==> config.mk <==
export PLATFORM = sky130hd
export DESIGN_NAME = uart_rx_ctrl
export DESIGN_NICKNAME = d
export VERILOG_FILES = /design/src/rtl/uart_rx_pkg.sv /design/src/rtl/uart_rx_ctrl.sv
export SDC_FILE = /design/constraint.sdc
export NUM_CORES = 1
export LEC_CHECK = 0
export CELL_PAD_IN_SITES_DETAIL_PLACEMENT = 2
export CELL_PAD_IN_SITES_GLOBAL_PLACEMENT = 2
export CORE_ASPECT_RATIO = 0.8
export CORE_UTILIZATION = 24
export CTS_CLUSTER_SIZE = 24
export DETAILED_ROUTE_END_ITERATION = 7
export PLACE_DENSITY = 0.73
export RECOVER_POWER = 25
export SYNTH_ARGS = -nofsm -noshare
export SYNTH_HDL_FRONTEND = slang
export SYNTH_SLANG_ARGS = --single-unit
==> constraint.sdc <==
create_clock -name clk -period 2.6 [get_ports clk]
set_input_delay 0.52 -clock clk [delete_from_list [all_inputs] [get_ports clk]]
set_output_delay 0.52 -clock clk [all_outputs]
set_load 0.01 [all_outputs]
==> src/rtl/uart_rx_pkg.sv <==
// Shared types and bit-index constants for the UART receive path.
package uart_rx_pkg;

  // Frame phases walked by the receive controller.
  typedef enum logic [2:0] {
    IDLE   = 3'd0,
    START  = 3'd1,
    DATA   = 3'd2,
    PARITY = 3'd3,
    STOP   = 3'd4,
    DONE   = 3'd5
  } rx_state_e;

  // Bit indices as reported by the shared edge/bit counter.
  localparam int START_BIT     = 0;
  localparam int LAST_DATA_BIT = 8;
  localparam int PARITY_BIT    = 9;

endpackage

==> src/rtl/uart_rx_ctrl.sv <==
// Frame-sequencing controller for the UART receiver: walks START, DATA,
// PARITY and STOP, times the sampler/deserializer/checker strobes from the
// shared counter and reports one data_valid or frame_err pulse per frame.
module uart_rx_ctrl
  import uart_rx_pkg::*;
#(
  parameter int PRESCALE_W = 6,
  parameter int BIT_CNT_W  = 4
) (
  input  logic                  clk,
  input  logic                  rst,
  input  logic                  RX_IN,
  input  logic                  PAR_EN,
  input  logic [PRESCALE_W-1:0] prescale,
  input  logic [BIT_CNT_W-1:0]  bit_cnt,
  input  logic [PRESCALE_W-1:0] edge_cnt,
  input  logic                  strt_glitch,
  input  logic                  par_err,
  input  logic                  stp_err,
  output logic                  cnt_en,
  output logic                  new_frame,
  output logic                  dat_samp_en,
  output logic                  deser_en,
  output logic                  strt_chk_en,
  output logic                  par_chk_en,
  output logic                  stp_chk_en,
  output logic                  data_valid,
  output logic                  frame_err,
  output logic                  par_err_o,
  output logic                  stp_err_o
);

  rx_state_e state_q, state_d;

  logic par_en_q;
  logic glitch_q;
  logic par_err_q;
  logic stp_err_q;

  // Check point is the first edge after the 3-sample majority window.
  logic [PRESCALE_W-1:0] chk_pt;
  logic                  at_chk;
  logic                  past_chk;
  logic                  bit_end;
  logic                  in_data_bits;

  assign chk_pt       = (prescale >> 1) + PRESCALE_W'(2);
  assign at_chk       = (edge_cnt == chk_pt);
  assign past_chk     = (edge_cnt == chk_pt + PRESCALE_W'(1));
  assign bit_end      = (edge_cnt == prescale);
  assign in_data_bits = (bit_cnt != BIT_CNT_W'(START_BIT)) &&
                        (bit_cnt <= BIT_CNT_W'(LAST_DATA_BIT));

  // State register.
  always_ff @(posedge clk or negedge rst) begin
    if (!rst) begin
      state_q <= IDLE;
    end else begin
      // NOTE: sequential state uses non-blocking assignments so every
      // register samples pre-edge values regardless of block ordering.
      state_q <= state_d;
    end
  end

  // Next-state decode and combinational counter/strobe outputs.
  always_comb begin
    // NOTE: every output gets a default first; a path that skips an
    // assignment would otherwise infer a latch.
    state_d     = state_q;
    cnt_en      = 1'b0;
    dat_samp_en = 1'b0;
    new_frame   = 1'b0;
    deser_en    = 1'b0;
    strt_chk_en = 1'b0;
    par_chk_en  = 1'b0;
    stp_chk_en  = 1'b0;

    case (state_q)
      IDLE: begin
        if (!RX_IN) begin
          new_frame = 1'b1;
          state_d   = START;
        end
      end

      START: begin
        cnt_en      = 1'b1;
        dat_samp_en = 1'b1;
        strt_chk_en = at_chk && (bit_cnt == BIT_CNT_W'(START_BIT));
        if (bit_end) begin
          state_d = glitch_q ? IDLE : DATA;
        end
      end

      DATA: begin
        cnt_en      = 1'b1;
        dat_samp_en = 1'b1;
        deser_en    = at_chk && in_data_bits;
        if (bit_end && (bit_cnt == BIT_CNT_W'(LAST_DATA_BIT))) begin
          state_d = par_en_q ? PARITY : STOP;
        end
      end

      PARITY: begin
        cnt_en      = 1'b1;
        dat_samp_en = 1'b1;
        par_chk_en  = at_chk && (bit_cnt == BIT_CNT_W'(PARITY_BIT));
        if (bit_end) begin
          state_d = STOP;
        end
      end

      STOP: begin
        cnt_en      = 1'b1;
        dat_samp_en = 1'b1;
        stp_chk_en  = at_chk;
        // Leave right after the stop check so a start bit that follows
        // immediately is not missed.
        if (past_chk) begin
          state_d = DONE;
        end
      end

      DONE: begin
        if (!RX_IN) begin
          new_frame = 1'b1;
          state_d   = START;
        end else begin
          state_d = IDLE;
        end
      end

      default: state_d = IDLE;
    endcase
  end

  // Per-frame parity mode and checker result latches.
  always_ff @(posedge clk or negedge rst) begin
    if (!rst) begin
      par_en_q  <= 1'b0;
      glitch_q  <= 1'b0;
      par_err_q <= 1'b0;
      stp_err_q <= 1'b0;
    end else begin
      if (new_frame) begin
        par_en_q  <= PAR_EN;
        glitch_q  <= 1'b0;
        par_err_q <= 1'b0;
        stp_err_q <= 1'b0;
      end
      if (strt_chk_en) glitch_q  <= strt_glitch;
      if (par_chk_en)  par_err_q <= par_err;
      if (stp_chk_en)  stp_err_q <= stp_err;
    end
  end

  // Registered frame result pulses and held error copies.
  always_ff @(posedge clk or negedge rst) begin
    if (!rst) begin
      data_valid <= 1'b0;
      frame_err  <= 1'b0;
      par_err_o  <= 1'b0;
      stp_err_o  <= 1'b0;
    end else begin
      data_valid <= 1'b0;
      frame_err  <= 1'b0;
      if (state_q == DONE) begin
        // This frame's result wins over a back-to-back new_frame clear.
        data_valid <= !(par_err_q || stp_err_q);
        frame_err  <= par_err_q || stp_err_q;
        par_err_o  <= par_err_q;
        stp_err_o  <= stp_err_q;
      end else if (new_frame) begin
        par_err_o <= 1'b0;
        stp_err_o <= 1'b0;
      end
    end
  end

endmodule
==> results.py <==
metrics = {
    "drt": {
        "drt-vias-per-instance": 4.84,
        "routedWlPerCell_um": 19.2,
        "drtIter0Drc": 20,
        "vias": 1201,
        "ant_nets": 0,
        "wirelength_mm": 4.77,
        "route.detailed.drc": 0,
        "firstDrtPassIters": 4,
    },
    "yosys": {
        "avgSynthCellArea_um2": 8.93,
        "ys_seq_area_share_pct": 26.3,
        "synth_cells": 117,
        "syn-num-nets": 143,
        "async_flop_share_pct": 100,
        "ys_ff_latch": 11,
        "yosys_warnings": 0,
        "synth_edf_count": 0,
        "synth_cell_types": 36,
        "syn_area_mm2": 0.00104,
        "synth-main-ff-cell": "dfrtp_1",
    },
    "clock_network": {
        "clock_latency_ps": 240,
        "clock_sinks": 11,
        "cts_tree": "built",
        "cts_buffer_depth": 2,
        "hold_buffers": 0,
        "cts_inserted_buffers": 3,
        "htreeDepth": 1,
        "root_buffer": "clkbuf_8",
        "path_clk_slew_ps": 50,
    },
    "finish": {
        "final_cell_mix": "buf_4 (43), clkdlybuf4s50_1 (18), dfrtp_1 (11)",
        "drive_above_1_share_pct": 36.1,
        "n_fill_cell": 451,
        "syn_to_final_growth_pct": 78.4,
        "fin_nets": 218,
        "finish.cell_count_without_fillers": 248,
        "register_area_um2": 275,
        "final_area_mm2": 0.00186,
        "multiInputGateArea_um2": 779,
        "utilization_pct": 44.6,
        "layout_commonest_cell": "buf_4",
        "insertedDiodeCount": 0,
    },
    "sta": {
        "fmax_ghz": 0.367,
        "skew_ps": 6.04,
        "hold_viol": 0,
        "period_needed_ps": 2730,
        "setup_ws_ps": -126,
        "grt_setup_unrepaired": "yes",
        "worst_pin_slew_ps": 557,
        "report.final.setup_viol": 3,
        "slew_headroom_pct": 62.8,
        "finalCritPeriodShare_pct": 105,
        "slew_violations": 0,
    },
    "critical_path": {
        "path_delay_family": "simple AND/OR/NAND/NOR gates",
        "crit_top_cell": "nor4_4",
        "path_cells": "buf_8 > ha_4 > xor3_2 > nor4_4 > buf_4 > nand4_4 > nor4_4 > buf_2",
        "cp_max_fo": 4,
        "r2r-end": "stp_err_q",
        "reg2reg_slack_ps": 660,
        "crit_type": "in2out",
        "worstPathArrival_ps": 2210,
        "start_kind": "input pin",
        "rr_worst_depth": 10,
        "path_buf_inv": 3,
        "slowest_delay_ps": 420,
        "cp_slowest_cell": "xor3_2",
        "critical_path.endpoint_type": "output pin",
        "r2r_start": "state_q[1]",
        "cp.required_ps": 2080,
    },
    "global_route": {
        "first_global_vias": 1277,
        "antenna_found_initial": 0,
        "grt_max_degree": 13,
        "track_usage_pct": 20.1,
        "overflow": 0,
        "grt_first_pass_wirelength_mm": 6.69,
    },
    "min_path": {
        "holdPathEnd": "data_valid",
        "hold_path_class": "reg2reg",
        "hold_depth": 1,
        "hold_path.startpoint": "stp_err_q",
    },
    "place": {
        "post-dp-hpwl_mm": 3.21,
        "place_congestion": 0.755,
        "dp_slack_ps": -1130,
        "io_buffers": 33,
        "place_area_mm2": 0.00166,
        "place_inst": 231,
    },
    "status": {
        "status": "finished with violations",
        "violations": "setup timing",
    },
    "power_and_ir_drop": {
        "power_w": 0.00103,
        "powerDensity_mw_per_mm2": 550,
        "power_leakage_nw": 0.871,
        "peakVddDrop_mv": 0.196,
    },
    "floorplanning": {
        "initial_core_util_pct": 25.0,
        "die-area_mm2": 0.00462,
        "fp-row-count": 21,
        "die_w_um": 75.8,
        "core_area_mm2": 0.00418,
        "die_y_um": 61.0,
        "boundaryPins": 34,
    },
    "job": {
        "cap_violations": 0,
    },
}
==> worst max-delay path by stage <==
stage	from	endpoint	slack [ps]	depth (start not counted)
global route	prescale[3]	par_chk_en	-230	9
detailed placement	prescale[2]	strt_chk_en	-1130	8
global placement	prescale[2]	strt_chk_en	-990	8
floorplan	prescale[2]	strt_chk_en	70	6
CTS	prescale[2]	par_chk_en	-270	8
finish	prescale[2]	par_chk_en	-130	8
==> cells by family after synthesis <==
logic type                 Yosys count  share of synthesized area, %
and+or+nand+nor                     40                          26.3
AOI/OAI and AO/OA                   22                          13.2
xor gates and xnor gates            21                          19.0
buffers and inverters               15                          6.47
DFF                                 11                          26.3
muxes                                5                          5.03
adders and majority gates            3                          3.59
==> Yosys cell counts, types with 2 or more instances <==
| library cell | n | area share [%] |
|---|---|---|
| a21oi_1 | 6 | 2.9 |
| a31oi_1 | 2 | 1.2 |
| and3b_1 | 2 | 1.7 |
| clkbuf_1 | 5 | 1.8 |
| dfrtp_1 | 11 | 26 |
| ha_1 | 3 | 3.6 |
| inv_1 | 8 | 2.9 |
| mux2_2 | 2 | 2.2 |
| mux2i_1 | 3 | 2.9 |
| nand2_1 | 8 | 2.9 |
| nand2b_1 | 2 | 1.2 |
| nand3_1 | 4 | 1.9 |
| nand3b_1 | 2 | 1.4 |
| nor2_1 | 7 | 2.5 |
| nor3_1 | 2 | 0.96 |
| nor4_1 | 2 | 1.2 |
| nor4_4 | 3 | 6.1 |
| o21ai_0 | 5 | 2.4 |
| o22ai_1 | 2 | 1.2 |
| or3_1 | 4 | 2.4 |
| xnor2_1 | 9 | 7.5 |
| xor2_1 | 11 | 9.2 |
==> registers in the layout, indices dropped and copies added (netlist names) <==
register    count
par_en_q        1
stp_err_q       1
frame_err       1
stp_err_o       1
glitch_q        1
par_err_o       1
data_valid      1
state_q         3
par_err_q       1
==> per-stage QoR <==
stage	TNS [ps]	hold WS (ps)
finish	-306	531
global route	-591	555
global placement	-4260	499
CTS	-629	520
floorplan	0	224
detailed placement	-5340	500
==> layer usage <==
| metal | vias to the layer above | wire length [µm] | global-route usage (%) |
|---|---|---|---|
| met2 | 30 | 2430 | 36.0 |
| met3 | 4 | 108 | 2.62 |
| li1 | 557 | - | - |
| met1 | 610 | 2200 | 26.8 |
| met5 | - | 0 | 0 |
| met4 | 0 | 30 | 2.38 |
==> what timing repair did <==
| item | in CTS | in global routing |
|---|---|---|
| hold endpoints to repair | 0 | 0 |
| endpoints found under the setup margin | 7 | 4 |
| pin swaps | 8 | 7 |
| resized for setup | 39 | 13 |
| buffers inserted | 10 | 3 |
==> report_power, final <==
group | internal, W | leakage [nW] | switching [W]
Combinational | 0.000287 | 0.699 | 0.000293
Clock | 0.000108 | 0.0228 | 0.0000711
Sequential | 0.000204 | 0.149 | 0.0000627
Total | 0.000599 | 0.871 | 0.000427
==> final cells by class <==
class | instances | share of cell area (%)
multi-input combinational | 91 | 41.8
inverter | 8 | 1.61
tap | 57 | 3.83
timing repair buffer | 77 | 35.6
sequential | 11 | 14.8
clock buffer | 4 | 2.42
No activity file was read; power rests on OpenSTA's default activity.
